### src/rtl/wb_trace_unit_pkg.sv
`default_nettype none
// ---------------------------------------------------------------------------
// wb_trace_unit_pkg : shared types and defaults for the writeback trace unit
// Revision 1.0
// ---------------------------------------------------------------------------
package wb_trace_unit_pkg;

  typedef enum logic [1:0] {
    RUN   = 2'd0,
    DRAIN = 2'd1,
    DONE  = 2'd2
  } state_t;

  typedef struct packed {
    logic [4:0]  regnum;
    logic [31:0] data;
  } ev_t;

  localparam int          DEFAULT_DEPTH   = 8;
  localparam logic [31:0] DEFAULT_HALT_PC = 32'h58;

endpackage
`default_nettype wire

### src/rtl/wb_event_fifo.sv
`default_nettype none
// ---------------------------------------------------------------------------
// wb_event_fifo : circular event buffer with push/pop, full/empty and count
// Revision 1.0
// ---------------------------------------------------------------------------
module wb_event_fifo
  import wb_trace_unit_pkg::*;
#(
  parameter int DEPTH = DEFAULT_DEPTH
) (
  input  logic                     clk,
  input  logic                     reset,
  input  logic                     i_push,
  input  ev_t                      i_data,
  input  logic                     i_pop,
  output ev_t                      o_data,
  output logic                     o_full,
  output logic                     o_empty,
  output logic [$clog2(DEPTH):0]   o_count
);

  localparam int AW = $clog2(DEPTH);

  ev_t           r_mem [DEPTH];
  logic [AW-1:0] r_wr_ptr;
  logic [AW-1:0] r_rd_ptr;
  logic [AW:0]   r_count;

  logic w_do_pop;
  logic w_do_push;

  assign o_count = r_count;
  assign o_empty = (r_count == '0);
  assign o_full  = (r_count == (AW+1)'(DEPTH));
  // A push into a full buffer is still accepted when the head leaves that edge.
  assign w_do_pop  = i_pop && !o_empty;
  assign w_do_push = i_push && (!o_full || w_do_pop);
  assign o_data    = o_empty ? '0 : r_mem[r_rd_ptr];

  always_ff @(posedge clk) begin
    if (w_do_push) begin
      r_mem[r_wr_ptr] <= i_data;
    end
  end

  always_ff @(posedge clk or negedge reset) begin
    if (!reset) begin
      r_wr_ptr <= '0;
      r_rd_ptr <= '0;
      r_count  <= '0;
    end else begin
      if (w_do_push) r_wr_ptr <= r_wr_ptr + 1'b1;
      if (w_do_pop)  r_rd_ptr <= r_rd_ptr + 1'b1;
      unique case ({w_do_push, w_do_pop})
        2'b10:   r_count <= r_count + 1'b1;
        2'b01:   r_count <= r_count - 1'b1;
        default: r_count <= r_count;
      endcase
    end
  end

endmodule
`default_nettype wire

### src/rtl/wb_trace_unit.sv
`default_nettype none
// ---------------------------------------------------------------------------
// wb_trace_unit : captures writeback register updates into an event FIFO
// until the halt PC is fetched, then drains and reports completion.
// Revision 1.0
// ---------------------------------------------------------------------------
module wb_trace_unit
  import wb_trace_unit_pkg::*;
#(
  parameter int          DEPTH   = DEFAULT_DEPTH,
  parameter logic [31:0] HALT_PC = DEFAULT_HALT_PC
) (
  input  logic                   clk,
  input  logic                   reset,
  input  logic [31:0]            pc,
  input  logic                   wb_regwrite,
  input  logic [4:0]             wb_writereg,
  input  logic [31:0]            wb_result,
  output logic                   ev_valid,
  input  logic                   ev_ready,
  output logic [4:0]             ev_reg,
  output logic [31:0]            ev_data,
  output logic                   halted,
  output logic                   overflow,
  output logic [$clog2(DEPTH):0] fifo_count,
  output logic [31:0]            cycle_count,
  output logic [31:0]            write_count
);

  state_t      r_state;
  state_t      w_state_next;
  logic        r_overflow;
  logic [31:0] r_cycle_count;
  logic [31:0] r_write_count;

  logic        w_qual;
  logic        w_pop;
  logic        w_full;
  logic        w_empty;
  ev_t         w_head;
  ev_t         w_push_data;

  assign w_qual      = (r_state == RUN) && wb_regwrite && (wb_writereg != 5'd0);
  assign w_pop       = ev_valid && ev_ready;
  assign w_push_data = '{regnum: wb_writereg, data: wb_result};

  wb_event_fifo #(
    .DEPTH (DEPTH)
  ) u_fifo (
    .clk     (clk),
    .reset   (reset),
    .i_push  (w_qual),
    .i_data  (w_push_data),
    .i_pop   (ev_ready),
    .o_data  (w_head),
    .o_full  (w_full),
    .o_empty (w_empty),
    .o_count (fifo_count)
  );

  assign ev_valid    = !w_empty;
  assign ev_reg      = w_head.regnum;
  assign ev_data     = w_head.data;
  assign halted      = (r_state == DONE);
  assign overflow    = r_overflow;
  assign cycle_count = r_cycle_count;
  assign write_count = r_write_count;

  always_comb begin
    w_state_next = r_state;
    unique case (r_state)
      RUN:     if (pc == HALT_PC) w_state_next = DRAIN;
      DRAIN:   if (w_empty)       w_state_next = DONE;
      DONE:    w_state_next = DONE;
      default: w_state_next = RUN;
    endcase
  end

  always_ff @(posedge clk or negedge reset) begin
    if (!reset) begin
      r_state <= RUN;
    end else begin
      r_state <= w_state_next;
    end
  end

  always_ff @(posedge clk or negedge reset) begin
    if (!reset) begin
      r_overflow    <= 1'b0;
      r_cycle_count <= '0;
      r_write_count <= '0;
    end else begin
      // A dropped event still counts as a seen writeback.
      if (w_qual && w_full && !w_pop) r_overflow <= 1'b1;
      if (r_state == RUN) begin
        if (r_cycle_count != 32'hFFFF_FFFF) r_cycle_count <= r_cycle_count + 1'b1;
        if (w_qual && (r_write_count != 32'hFFFF_FFFF)) r_write_count <= r_write_count + 1'b1;
      end
    end
  end

endmodule
`default_nettype wire

### config.mk
export PLATFORM = sky130hd
export DESIGN_NAME = wb_trace_unit
export DESIGN_NICKNAME = d
export VERILOG_FILES = /design/src/rtl/wb_trace_unit_pkg.sv /design/src/rtl/wb_event_fifo.sv /design/src/rtl/wb_trace_unit.sv
export SDC_FILE = /design/constraint.sdc
export NUM_CORES = 1
export LEC_CHECK = 0
export CELL_PAD_IN_SITES_DETAIL_PLACEMENT = 1
export CELL_PAD_IN_SITES_GLOBAL_PLACEMENT = 1
export CORE_ASPECT_RATIO = 1.2
export CORE_MARGIN = 1
export CORE_UTILIZATION = 25
export DETAILED_ROUTE_END_ITERATION = 16
export PLACE_DENSITY_LB_ADDON = 0.1
export SLEW_MARGIN = 20
export SYNTH_ARGS = -nofsm -noshare
export SYNTH_HDL_FRONTEND = slang
export SYNTH_HIERARCHICAL = 1
export SYNTH_SLANG_ARGS = --single-unit
### constraint.sdc
create_clock -name clk -period 5.3 [get_ports clk]
set_clock_uncertainty 0.05 [all_clocks]
set_input_delay 1.06 -clock clk [delete_from_list [all_inputs] [get_ports clk]]
set_output_delay 1.06 -clock clk [all_outputs]
set_load 0.03 [all_outputs]
After elaboration in Yosys (flattened, before gate mapping)
Memory sizes are Yosys's and may differ from the RTL's.
Index checks and enable logic that the tools add are counted.
Operators by class
  add/sub/neg operators: 6
  equal/unequal tests: 10
  multiplexer cells: 7
  reduce and logical (&&, ||, !) cells: 18
Operators with widths (number)
  32-bit by 1-bit adder with 32-bit output (second input constant): 2
  32-bit inequality test (second input constant): 2
  37-bit 2-to-1 mux: 1
  32-bit by 7-bit equality test with 1-bit output (second input constant): 1
  4-bit one-hot mux with 2 select lines: 1
  1-bit logical AND: 7
  3-bit by 1-bit adder with 3-bit output (second input constant): 2
  2-bit one-hot mux with 3 select lines: 1
  2-bit AND reduction: 3
  5-bit nonzero test: 1
  4-bit by 1-bit adder with 4-bit output (second input constant): 1
  2-bit by 1-bit equality test with 1-bit output (second input constant): 2
  2-bit equality test (second input constant): 2
  4-bit equality test (second input constant): 1
  4-bit zero test: 1
  2-bit 2-to-1 mux: 2
  2-bit by 1-bit inequality test with 1-bit output (second input constant): 2
  4-bit by 1-bit subtractor with 4-bit output (second input constant): 1
  1-bit zero test: 3
  2-bit zero test: 1
  1-bit 2-to-1 mux: 2
  2-bit nonzero test: 1
  1-bit logical OR: 1
Storage, ports and cells
  register bits after elaboration: 77
  memory bits (writable): 296
  logic and storage cells: 49
  memories kept: 1
Memory list
  u_fifo.r_mem: words 8, bits a word 37, rd ports 1, clocked after memory_dff 0, wr ports 1, RTL line wb_event_fifo.sv:24  | ev_t r_mem [DEPTH];

Depth between registers and ports, before layout
  word-level depth: 7
  gate-level depth with buffers: 12
  gate-level depth less buffers: 12

Cells and area by module
Netlist, hierarchy kept.
By module, submodules not included
  wb_event_fifo: times used 1, cells each 534, area an instance 11856.4 um2, sequential area each 9138.8 um2
  wb_trace_unit: times used 1, cells each 322, area an instance 3483.3 um2, sequential area each 1676.6 um2

Worst setup path after synthesis
No wires, ideal clock.
  path type: input -> register
  from: in wb_writereg[3]
  to: mem u_fifo/r_mem[0][0] in the netlist's numbering (enable)
  setup time: 0.477 ns
  arrival: 4.488 ns
  required time: 4.773 ns
  slack: 0.285 ns
  stages on the path: 6
  cells stage by stage: or4_1 o211ai_2 inv_2 o31a_4 or2b_1 nor3_1
On the way
  cells in the longest elaborated chain, start to end: 5
RTL lines
  start: declaration: RTL line wb_trace_unit.sv:17  | input logic [4:0] wb_writereg,
  5-bit nonzero test: RTL line wb_trace_unit.sv:43  | assign w_qual = (r_state == RUN) && wb_regwrite && (wb_writereg != 5'd0);
  1-bit logical AND: RTL line wb_trace_unit.sv:43
  named net w_qual: RTL line wb_trace_unit.sv:36  | logic w_qual;
  1-bit logical AND: RTL line wb_event_fifo.sv:37  | assign w_do_push = i_push && (!o_full || w_do_pop);
  1-bit 2-to-1 mux: RTL line wb_event_fifo.sv:41  | if (w_do_push) begin
  1-bit 2-to-1 mux (implied by the code): RTL line wb_event_fifo.sv:42  | r_mem[r_wr_ptr] <= i_data;
  end: declaration: RTL line wb_event_fifo.sv:24
The timed path passes the listed nets, and every way through them passes these cells.

Worst setup path in the final report
  from: reg u_fifo.r_count[1] (netlist: u_fifo/o_count[1])
  to: out ev_data[5]
On the way
  cells in the longest elaborated chain, start to end: 2
RTL lines
  start: declaration: RTL line wb_event_fifo.sv:27  | logic [AW:0] r_count;
  start signal: assignment: RTL line wb_event_fifo.sv:55  | 2'b10: r_count <= r_count + 1'b1;
  start signal: assignment: RTL line wb_event_fifo.sv:56  | 2'b01: r_count <= r_count - 1'b1;
  start signal: assignment: RTL line wb_event_fifo.sv:57  | default: r_count <= r_count;
  4-bit zero test: RTL line wb_event_fifo.sv:33  | assign o_empty = (r_count == '0);
  named net w_empty: RTL line wb_trace_unit.sv:39  | logic w_empty;
  37-bit 2-to-1 mux: RTL line wb_event_fifo.sv:38  | assign o_data = o_empty ? '0 : r_mem[r_rd_ptr];
  end: declaration: RTL line wb_trace_unit.sv:22  | output logic [31:0] ev_data,
The timed path passes the listed nets, and every way through them passes these cells.

==> impl_results.md <==
- Synth cell count leaders: edfxtp_1 (296), dfrtp_1 (77), mux4_2 (74), nor2_1 (63)
- Clock power frac: ~28%
- Layout cells sized above 1: 17.7%
- Iter 0 DRT Violations: 313
- Critical Path Sink Type: output pin
- DRC: 0
- Die Ht: 273 um
- Hold Path Stages: 1
- Vias in the first global route: 9369
- Crit start category: register
- Sequential share of power: 39.4%
- Synthesized area: 15300 sq um
- Syn. warnings: 6
- Main flop type after synthesis: edfxtp_1
- Leakage: 0.00677 uW
- Setup tns final: 0 ns
- Most instantiated library cell after synthesis: edfxtp_1
- Ys async rst share: 20.6%
- Slew headroom: 33.4%
- Htree depth: 2
- P_sw: around 3400 uW
- Actual slew at the worst max-slew pin: 0.994 ns
- Postcts setup bufs: 0
- HP Class: register to register
- Area delta synth->final: 27.3%
- Terminus of the critical flop-to-flop path: u_fifo/r_mem[1][28]
- Post-CTS resize count: 0
- Register area share after synthesis: 70.5%
- Status: finished, final reports clean
- Maxcap violations: 0
- First-pass GRT wire length: 60000 um
- WL per Instance: 20.4 um
- Router iterations before antenna repair: 4
- Initial antenna violation count: 1
- Final Max Tran Viols: 0
- Post-synth net total: 940
- Synth area leaders: edfxtp_1 (58%), dfrtp_1 (13%), mux4_2 (11%), mux2i_1 (2.5%), xnor2_1 (2.1%)
- Crit path max fanout: 23
- N_diodes: 0
- Fill cells: 6272
- Final WL: slightly below 40000 um
- Buffers on Ports: 180
- HPWL after detailed placement: 24800 um
- Number of flops mapped to enable cells by yosys: about 300
- FP Rows: about 100
- Aggregate global-route resource usage: between 10% and 20%
- Die Wd: 228 um
- Worst Path Required: 4.19 ns
- CTS tree: done
- CP Launch Point: u_fifo/o_count[1]
- Final setup fails: 0
- Hold_sp: overflow
- Power consumption: 10100 uW
- Hold Buf Count CTS: 0
- FMAX: 0.223 GHz
- Vias/cell: 4.40
- RSZ-0062 raised after global routing: no
- P_int: 6640 uW
- Routability-driven placement congestion ratio: 0.694
- CTS Buffer Depth: 3
- Fin nets: 1155
- Vias: 8421
- Skew-Pair Late Insertion Delay: 0.57 ns
- Clock sink total: 373
- R2R cell count: 8
- Final hold viol count: 0
- Antenna Violating Nets Remaining: 0
- Post-Synthesis Cells: 856
- Crit path DAT: 3.37 ns
- Combinational power share: about a third
- Worst-case hold path end point: overflow
- # IOs: around 180
- Tcrit/Tclk final: between 80% and 90%
- Initial Util: 25.3%
- CP Class: register to output pin
- Minimum clock period: 4.48 ns
- Core ar.: 60700 sq um
- Reg2reg setup slack: approximately 1.8 ns
- Switching Fraction: 33.9%
- Largest net degree at the start of global routing: 56
- PwrDens: 515 nW/um^2
- Post-synth cell types: just under 60
- Synth top area share: 57.9%
- CTS buffer count: 43
- Worst vdd ir: 0.197 mV
- GR Overflow Total: 0
- Syn Area/Cell: 17.9 sq um
- Worst-path clk slew: about 0.060 ns
- FF-to-FF Start: r_state[0]
- Yosys reg bits: around 370
- CTS Root Cell: clkbuf_16
- Biggest area consumer among synthesized cells: edfxtp_1
- Die Area: 62400 sq um
flip-flops by register name, indices dropped and copies added (netlist names):
name / count
u_fifo/r_mem: 296
cycle_count: 32
write_count: 32
u_fifo/o_count: 4
u_fifo/r_rd_ptr: 3
u_fifo/r_wr_ptr: 3
r_state: 2
overflow: 1
stage by stage:
stage	instances	instance area, sq um	worst slack [ns]	util (%)	hold WS [ns]
6_report	1914	19500	0.822	32.2	0.438
5_1_grt	1914	19500	0.602	32.2	0.464
4_1_cts	1914	19500	0.645	32.2	0.444
3_5_place_dp	1834	18200	0.734	30.0	0.429
3_3_place_gp	1834	18200	0.881	30.0	0.407
2_1_floorplan	856	15300	0.285	-	0.433
kinds of logic (layout without fill, tap and decap cells):
family / Yosys count / after routing / share of synthesized area [%]
buf+inv: 43 / 293 / 1.45
xor+xnor: 65 / 65 / 3.71
fa+ha+maj: 11 / 11 / 0.946
compound gates: 22 / 22 / 1.33
flops: 373 / 373 / 70.5
mux: 121 / 121 / 14.1
simple gates: 221 / 221 / 8.00
metal layers:
layer | up-vias | track usage (%) | share of wire [%]
li1 | 3790 | - | -
met1 | 4391 | 15.5 | 43
met2 | 185 | 21.9 | 50
met3 | 53 | 3.68 | 5.9
met4 | 2 | 3.57 | 2.0
met5 | - | 0 | 0.033
final cells by class:
class                           count  area [sq um]  share of cell area [%]
Clock inverter                     31           199                    1.02
Sequential cell                   373         10800                    55.5
Multi-Input combinational cell    440          4360                    22.4
Timing Repair Buffer              200          1970                    10.1
Tap cell                          808          1010                    5.18
Clock buffer                       49          1100                    5.63
Inverter                           13          48.8                   0.250
power by group through the flow:
stage	combinational (uW)	clock, uW	sequential, uW
6_report	3320	2770	3960
5_1_grt	3580	3010	4020
4_1_cts	3440	2910	3980
3_5_place_dp	3430	0	4040
3_3_place_gp	3430	0	4030
2_1_floorplan	2170	0	3870
critical path, cell delays in order, from the launching register on:
cell,delay (ns)
dfrtp_1,0.42
or3_1,0.58
nor2_4,0.78
buf_4,0.31
nor2_1,0.07
clkdlybuf4s50_1,0.60
cell usage in the layout (no fill, tap or decap), drive strengths merged, types with 3 or more instances in the layout:
cell             n
edfxtp         296
clkdlybuf4s50  179
dfrtp           77
mux4            74
nor2            63
clkbuf          49
nand2           38
mux2i           38
xnor2           36
xor2            29
nand4           28
clkinv          25
buf             21
nand3           18
inv             16
nor3            15
and3            14
and2            10
ha              10
and4            10
nor4             9
mux2             9
nor4b            6
nand2b           4
o211ai           4
o21ai            4
a31oi            3
how the worst max path moves through the flow:
| stage | cells past startpoint | slack (ns) | to |
|---|---|---|---|
| detailed placement | 8 | 0.73 | u_fifo/r_mem[1][26] |
| finish | 5 | 0.82 | ev_data[5] |
| global placement | 8 | 0.88 | u_fifo/r_mem[1][23] |
| CTS | 5 | 0.65 | ev_data[5] |
| floorplan | 6 | 0.29 | u_fifo/r_mem[0][0] |
| global route | 5 | 0.60 | ev_data[14] |
No activity file was read; power rests on OpenSTA's default activity.
